`config.mk`:
```
export PLATFORM = sky130hd
export DESIGN_NAME = pulse_train_gen
export DESIGN_NICKNAME = d
export VERILOG_FILES = /design/src/rtl/pulse_train_gen.sv
export SDC_FILE = /design/constraint.sdc
export NUM_CORES = 1
export LEC_CHECK = 0
export BUFFER_PORTS_ARGS = -buffer_cell sky130_fd_sc_hd__buf_2
export CORE_MARGIN = 1
export CORE_UTILIZATION = 60
export DETAILED_ROUTE_END_ITERATION = 6
export PLACE_DENSITY = 0.89
export RECOVER_POWER = 100
export SLEW_MARGIN = 20
export SYNTH_ARGS = -nofsm -noshare
export SYNTH_HDL_FRONTEND = slang
export SYNTH_SLANG_ARGS = --single-unit
```
`constraint.sdc`:
```
create_clock -name i_clock -period 2.5 [get_ports i_clock]
set_input_delay 0.375 -clock i_clock [delete_from_list [all_inputs] [get_ports i_clock]]
set_output_delay 0.375 -clock i_clock [all_outputs]
set_load 0.05 [all_outputs]
```
`src/rtl/pulse_train_gen.sv`:
```
// Programmable pulse train generator: one-shot, burst of N, or continuous pulses.
// Optional PULSE_TRAIN_CNT_EN adds a saturating o_pulse_count output.
module pulse_train_gen #(
    parameter int WIDTH = 8
) (
    input  logic             i_clock,
    input  logic             i_reset,
    input  logic             i_start,
    input  logic             i_stop,
    input  logic [1:0]       i_mode,
    input  logic [WIDTH-1:0] i_period,
    input  logic [WIDTH-1:0] i_high_len,
    input  logic [WIDTH-1:0] i_burst_cnt,
    output logic             o_signal,
    output logic             o_busy,
`ifdef PULSE_TRAIN_CNT_EN
    output logic [WIDTH-1:0] o_pulse_count,
`endif
    output logic             o_done
);

    typedef enum logic [1:0] {StIdle, StHigh, StLow} state_e;

    state_e           r_state;
    logic [WIDTH-1:0] r_cnt;
    logic [WIDTH-1:0] r_h;
    logic [WIDTH-1:0] r_l;
    logic [WIDTH-1:0] r_left;
    logic             r_cont;
    logic             r_signal;
    logic             r_busy;
    logic             r_done;

    logic [WIDTH-1:0] w_h;
    logic [WIDTH-1:0] w_l;
    logic [WIDTH-1:0] w_n;
    logic             w_cont;

    // Effective phase lengths and pulse count from the live config inputs
    assign w_h    = (i_high_len == '0) ? WIDTH'(1) : i_high_len;
    assign w_l    = (i_period > w_h) ? (i_period - w_h) : WIDTH'(1);
    assign w_n    = (i_mode == 2'd1 && i_burst_cnt != '0) ? i_burst_cnt : WIDTH'(1);
    assign w_cont = (i_mode == 2'd2);

`ifdef PULSE_TRAIN_CNT_EN
    logic [WIDTH-1:0] r_pulse_count;
    assign o_pulse_count = r_pulse_count;
`endif

    always_ff @(posedge i_clock or posedge i_reset) begin
        if (i_reset) begin
            r_state  <= StIdle;
            r_cnt    <= '0;
            r_h      <= '0;
            r_l      <= '0;
            r_left   <= '0;
            r_cont   <= 1'b0;
            r_signal <= 1'b0;
            r_busy   <= 1'b0;
            r_done   <= 1'b0;
`ifdef PULSE_TRAIN_CNT_EN
            r_pulse_count <= '0;
`endif
        end else begin
            r_done <= 1'b0;
            if (r_state != StIdle && i_stop) begin
                r_state  <= StIdle;
                r_signal <= 1'b0;
                r_busy   <= 1'b0;
                r_cnt    <= '0;
                r_left   <= '0;
            end else begin
                case (r_state)
                    StIdle: begin
                        if (i_start && !i_stop) begin
                            r_state  <= StHigh;
                            r_signal <= 1'b1;
                            r_busy   <= 1'b1;
                            r_h      <= w_h;
                            r_l      <= w_l;
                            r_left   <= w_n;
                            r_cont   <= w_cont;
                            r_cnt    <= w_h - WIDTH'(1);
`ifdef PULSE_TRAIN_CNT_EN
                            r_pulse_count <= WIDTH'(1);
`endif
                        end
                    end
                    StHigh: begin
                        if (r_cnt == '0) begin
                            r_state  <= StLow;
                            r_signal <= 1'b0;
                            r_cnt    <= r_l - WIDTH'(1);
                        end else begin
                            r_cnt <= r_cnt - WIDTH'(1);
                        end
                    end
                    StLow: begin
                        if (r_cnt != '0) begin
                            r_cnt <= r_cnt - WIDTH'(1);
                        end else if (r_cont || r_left > WIDTH'(1)) begin
                            r_state  <= StHigh;
                            r_signal <= 1'b1;
                            r_cnt    <= r_h - WIDTH'(1);
                            if (!r_cont) begin
                                r_left <= r_left - WIDTH'(1);
                            end
`ifdef PULSE_TRAIN_CNT_EN
                            if (r_pulse_count != '1) begin
                                r_pulse_count <= r_pulse_count + WIDTH'(1);
                            end
`endif
                        end else begin
                            r_state <= StIdle;
                            r_busy  <= 1'b0;
                            r_done  <= 1'b1;
                            r_left  <= '0;
                        end
                    end
                    default: begin
                        r_state  <= StIdle;
                        r_signal <= 1'b0;
                        r_busy   <= 1'b0;
                    end
                endcase
            end
        end
    end

    assign o_signal = r_signal;
    assign o_busy   = r_busy;
    assign o_done   = r_done;

endmodule

```
; Word level (Yosys, flattened, before mapping)
; Index checks and enable logic that the tools add are counted.
[word_totals]
ff_bits = 38
latch_bits = 0
ramBits = 0
romBits = 0
in_bits = 30
output_inout_bits = 3
elab_cells = 84
memories = 0
[classes]
add_sub_neg = 6
mul = 0
n_div = 0
magnitude_cmp = 2
n_eq_ne = 12
shift = 0
mux = 35
bitwise = 1
n_reduce_logical = 19
[ops]
columns = operator, count
row1 = $mux 8, 13
row2 = $sub 8x1->8 const B, 5
row3 = $pmux 8 s3, 1
row4 = $logic_not 8->1, 2
row5 = $pmux 8 s2, 1
row6 = $reduce_bool 8->1, 2
row7 = $ne 3x3->1 const B, 5
row8 = $mux 1, 13
row9 = $reduce_and 4->1, 3
row10 = $reduce_and 3->1, 3
row11 = $gt 8x1->1 const B, 1
row12 = $gt 8x8->1, 1
row13 = $mux 2, 4
row14 = $ne 4x4->1 const B, 2
row15 = $sub 8x8->8, 1
row16 = $pmux 1 s3, 2
row17 = $pmux 2 s3, 1
row18 = $eq 2x1->1 const B, 2
row19 = $eq 2x2->1 const B, 2
row20 = $reduce_bool 4->1, 1
row21 = $logic_and 1x1->1, 3
row22 = $reduce_bool 3->1, 1
row23 = $logic_not 2->1, 1
row24 = $ne 2x2->1 const B, 1
row25 = other kinds (4), 4

; Longest topological paths before layout
[depth]
depth_word = 6
depth_mapped = 12
mapped_depth_nobuf = 12

; Worst setup path before layout
; Ideal clock, no wire load.
[synth_path]
kind = input to register
from = input port i_high_len[3]
to = register r_l[7]
setup_time_ps = 122
arrival_ps = 2757
required_time_ps = 2378
setup_slack_ps = -378
path_stages = 12
n_path_buf = 0
path_cell_list = or3_1 nor3_1 a31oi_1 inv_1 ha_1 inv_1 fa_1 a211oi_1 o21ai_1 a21oi_1 nor3_1 a32o_1
[synth_between]
elab_chain_cells = 4
elab_cells_between_ends = 5
classes_between = add/sub (1) / order compare (1) / mux (2) / reduce/logical (1)
[synth_lines]
columns = item, line
row1 = "start, declared", 12  ; input logic [WIDTH-1:0] i_high_len,
row2 = $logic_not 8->1 (*), 40  ; assign w_h = (i_high_len == '0) ? WIDTH'(1) : i_high_len;
row3 = $mux 8 (*), 40
row4 = via w_h[0], 34  ; logic [WIDTH-1:0] w_h;
row5 = $sub 8x8->8 / $gt 8x8->1 (equally long branches), 41  ; assign w_l = (i_period > w_h) ? (i_period - w_h) : WIDTH'(1);
row6 = $mux 8 (*), 41
row7 = "end signal, assigned", 80  ; r_l <= w_l;
row8 = "end, declared", 27  ; logic [WIDTH-1:0] r_l;
; Mark *: on every way through the listed nets, which the timed path passes. The rest lies on a longest branch.
; A chain may end at the register's enable or synchronous reset.

; Worst setup path after layout
[layout_path]
from = input port i_high_len[3]
to = register r_l[6]
; Same word-level chain as after synthesis.

==> impl_metrics.py <==
metrics = {
    "outcome": {
        "outcome": "complete, but fails checks",
        "violations": "max-capacitance violations, max-slew violations, negative setup slack",
    },
    "setup_path": {
        "end_kind": "register",
        "worst_r2r_path_depth": 7,
        "crit_type": "primary input to register",
        "critPathRequiredTime_ps": 2690,
        "worstPathArrival_ps": 2740,
        "r2r-start": "r_cnt[0]$_DFFE_PP0P_",
        "cp_max_fo": 2,
        "path_cells": "buf_6 > or3_4 > nor3_4 > a31oi_2 > inv_1 > ha_2 > inv_2 > fa_2 > a211oi_2 > buf_4 > nor2_4 > o21ai_1 > a22oi_1 > a32o_1",
        "crit_path_max_incr_delay_ps": 390,
        "r2r-end": "r_left[2]$_DFFE_PP0P_",
        "start_kind": "primary input",
        "critPathTopFamily": "compound AO/OA/AOI/OAI gates",
        "rrSetupSlack_ps": 110,
        "cp_slowest_cell": "or3_4",
        "worstPathBufferInverterCount": 4,
    },
    "synth": {
        "syn-num-nets": 418,
        "syn_area_per_cell_sq_um": 8.41,
        "netlist_area_sq_um": 3100,
        "synth_edf_count": 0,
        "synth_cells": 368,
        "yosysSeqAreaShare": 0.307,
        "synth_top_area_frac": 0.307,
        "yosys-top-cells-count": "dfrtp_1, nand2_1, inv_1, o21ai_0, ha_1",
        "yosys_most_used_dff": "dfrtp_1",
        "yosys_warnings": 0,
        "synthArstFlopShare": 1.00,
        "yosysMostFrequentCell": "dfrtp_1",
        "synthTopCellsByArea": "dfrtp_1, ha_1, nand2_1, inv_1, o21ai_0",
        "synth-seq-cells": 38,
        "ys_types": 63,
        "yosys.area.top_type": "dfrtp_1",
    },
    "drt": {
        "firstDrtPassIters": 5,
        "wl_um": 8730,
        "via_per_inst": 6.52,
        "vias": 3206,
        "ant_nets": 0,
        "drt_iter0_markers": 283,
        "wl_per_cell_um": 17.7,
        "drcViolationCount": 0,
    },
    "sta": {
        "clock_skew_ps": 9.46,
        "fin_ws_ps": -53.8,
        "fmax_mhz": 392,
        "rsz0062_at_grt": "true",
        "slew_violations": 39,
        "finalCritPeriodShare": 1.02,
        "hold_viol": 0,
        "setup-tns-final_ps": -78.4,
        "slew_headroom": -0.358,
        "hold_slack_ps": 371,
        "tightestPinTransition_ps": 2040,
        "timing.final.crit_period_ps": 2550,
        "setup-violations-final": 2,
    },
    "grt": {
        "grt_max_degree": 39,
        "grt_pass1_vias": 3036,
        "grtUsageMet3": 0.0919,
        "antenna_found_initial": 0,
        "grt_use_met1": 0.424,
        "grt_pass1_wl_um": 14300,
        "grtUsageMet2": 0.581,
        "top_usage_layer": "met2",
        "overflow": 0,
        "grt.total_usage": 0.348,
    },
    "placement": {
        "place_area_sq_um": 3510,
        "dpl_worst_slack_ps": -386,
        "port_buffers": 32,
        "gp_congestion": 0.972,
        "dpl.hpwl_um": 6090,
    },
    "die": {
        "chipWidth_um": 73.8,
        "die_height_um": 73.8,
        "rows": 25,
        "die-area_sq_um": 5450,
        "start_util": 0.638,
        "ios": 33,
        "core_sq_um": 4850,
    },
    "clock_network": {
        "hold_buffers": 0,
        "clk_root_buffer_cell": "clkbuf_8",
        "clock_sinks": 38,
        "path_clk_slew_ps": 80,
        "htreeDepth": 2,
        "clk_latency_ps": 310,
        "cts_inserted_buffers": 5,
        "cts_tree": "built",
        "clock_path_buffers": 2,
    },
    "pwr": {
        "peakVddDrop_mv": 0.654,
        "power.density_nw_per_um2": 1110,
        "p_leak_nw": 1.64,
    },
    "min_path": {
        "hold_end": "r_left[5]$_DFFE_PP0P_",
        "hold_depth": 3,
        "min_path_type": "primary input to register",
        "hp-start": "i_burst_cnt[5]",
    },
    "cells_and_area": {
        "drive_gt1_frac": 0.202,
        "areaGrowthSynthToFinish_pct": 18.8,
        "nets": 474,
        "fin_area_sq_um": 3680,
        "antenna_cells": 0,
    },
    "flow_run": {
        "max_cap_violations": 1,
    },
}
[report_power, final]
group | switching (mW) | internal (mW) | leakage (nW)
clock | 0.235 | 0.426 | 0.0714
combinational | 1.32 | 0.906 | 1.08
sequential | 0.353 | 0.854 | 0.491
total | 1.90 | 2.19 | 1.64
[final cells by class]
type / count / area (sq um)
repair buffers: 60 / 375
multi-input cells: 287 / 2000
flip-flops and latches: 38 / 951
clock buffers: 6 / 82.6
clock inverters: 2 / 60.1
inverters: 32 / 120
fillers: 360 / 1170
well taps: 67 / 83.8
[cell usage in the layout, fill, tap and decap left out, types with 11 or more instances in the layout]
master	n
nor3_1	12
inv_1	30
xor2_1	11
ha_1	18
buf_2	27
a21oi_1	12
nand2_1	36
o21ai_0	27
nor2_1	14
dfrtp_1	38
buf_4	27
[routing by layer]
layer	wire length, um	up-vias
met5	0	-
met2	4190	177
met3	703	41
li1	-	1493
met1	3530	1495
met4	308	0
[logic make-up after synthesis]
| logic type | synth area share |
|---|---|
| AOI/OAI and AO/OA | 0.289 |
| xor gates and xnor gates | 0.0453 |
| adders and majority gates | 0.0833 |
| buffers and inverters | 0.0558 |
| DFF | 0.307 |
| and+or+nand+nor | 0.219 |
[state kept, by name, indices dropped and copies added, names as in the netlist]
name / flops
r_l: 8
r_cnt: 8
r_left: 8
o_busy: 1
r_cont: 1
o_done: 1
r_h: 8
r_state: 2
o_signal: 1
[worst max path at each step]
stage                        startpoint            endpoint  slack, ps  depth (start not counted)
after CTS                 i_high_len[3]  r_l[7]$_DFFE_PP0P_        -40                         13
after detailed placement  i_high_len[3]  r_l[7]$_DFFE_PP0P_       -390                         13
after floorplan           i_high_len[3]  r_l[7]$_DFFE_PP0P_       -180                         12
final                     i_high_len[3]  r_l[6]$_DFFE_PP0P_        -50                         14
after global routing      i_high_len[3]  r_l[6]$_DFFE_PP0P_       -170                         14
after global placement    i_high_len[3]  r_l[7]$_DFFE_PP0P_       -350                         13
[what timing repair did]
| action | CTS | global route |
|---|---|---|
| pin swaps | 5 | 3 |
| gates resized for setup | 3 | 7 |
| endpoints found under the setup margin | 4 | 8 |
| setup buffers | 1 | 1 |
[worst reg2reg max path: stages, from the launching register on]
cell	delay [ps]
dfrtp_1	440
inv_1	120
ha_1	180
or3b_2	490
o41ai_1	570
o21ai_2	240
nand2_1	130
o221ai_1	110
[per-stage QoR]
step	std cells	total power, mW	utilization
CTS	491	4.06	0.758
global placement	482	3.26	0.724
global route	492	4.36	0.758
finish	492	4.09	0.758
detailed placement	482	3.35	0.724
floorplan	368	2.79	-
(Power assumes the default switching activity.)
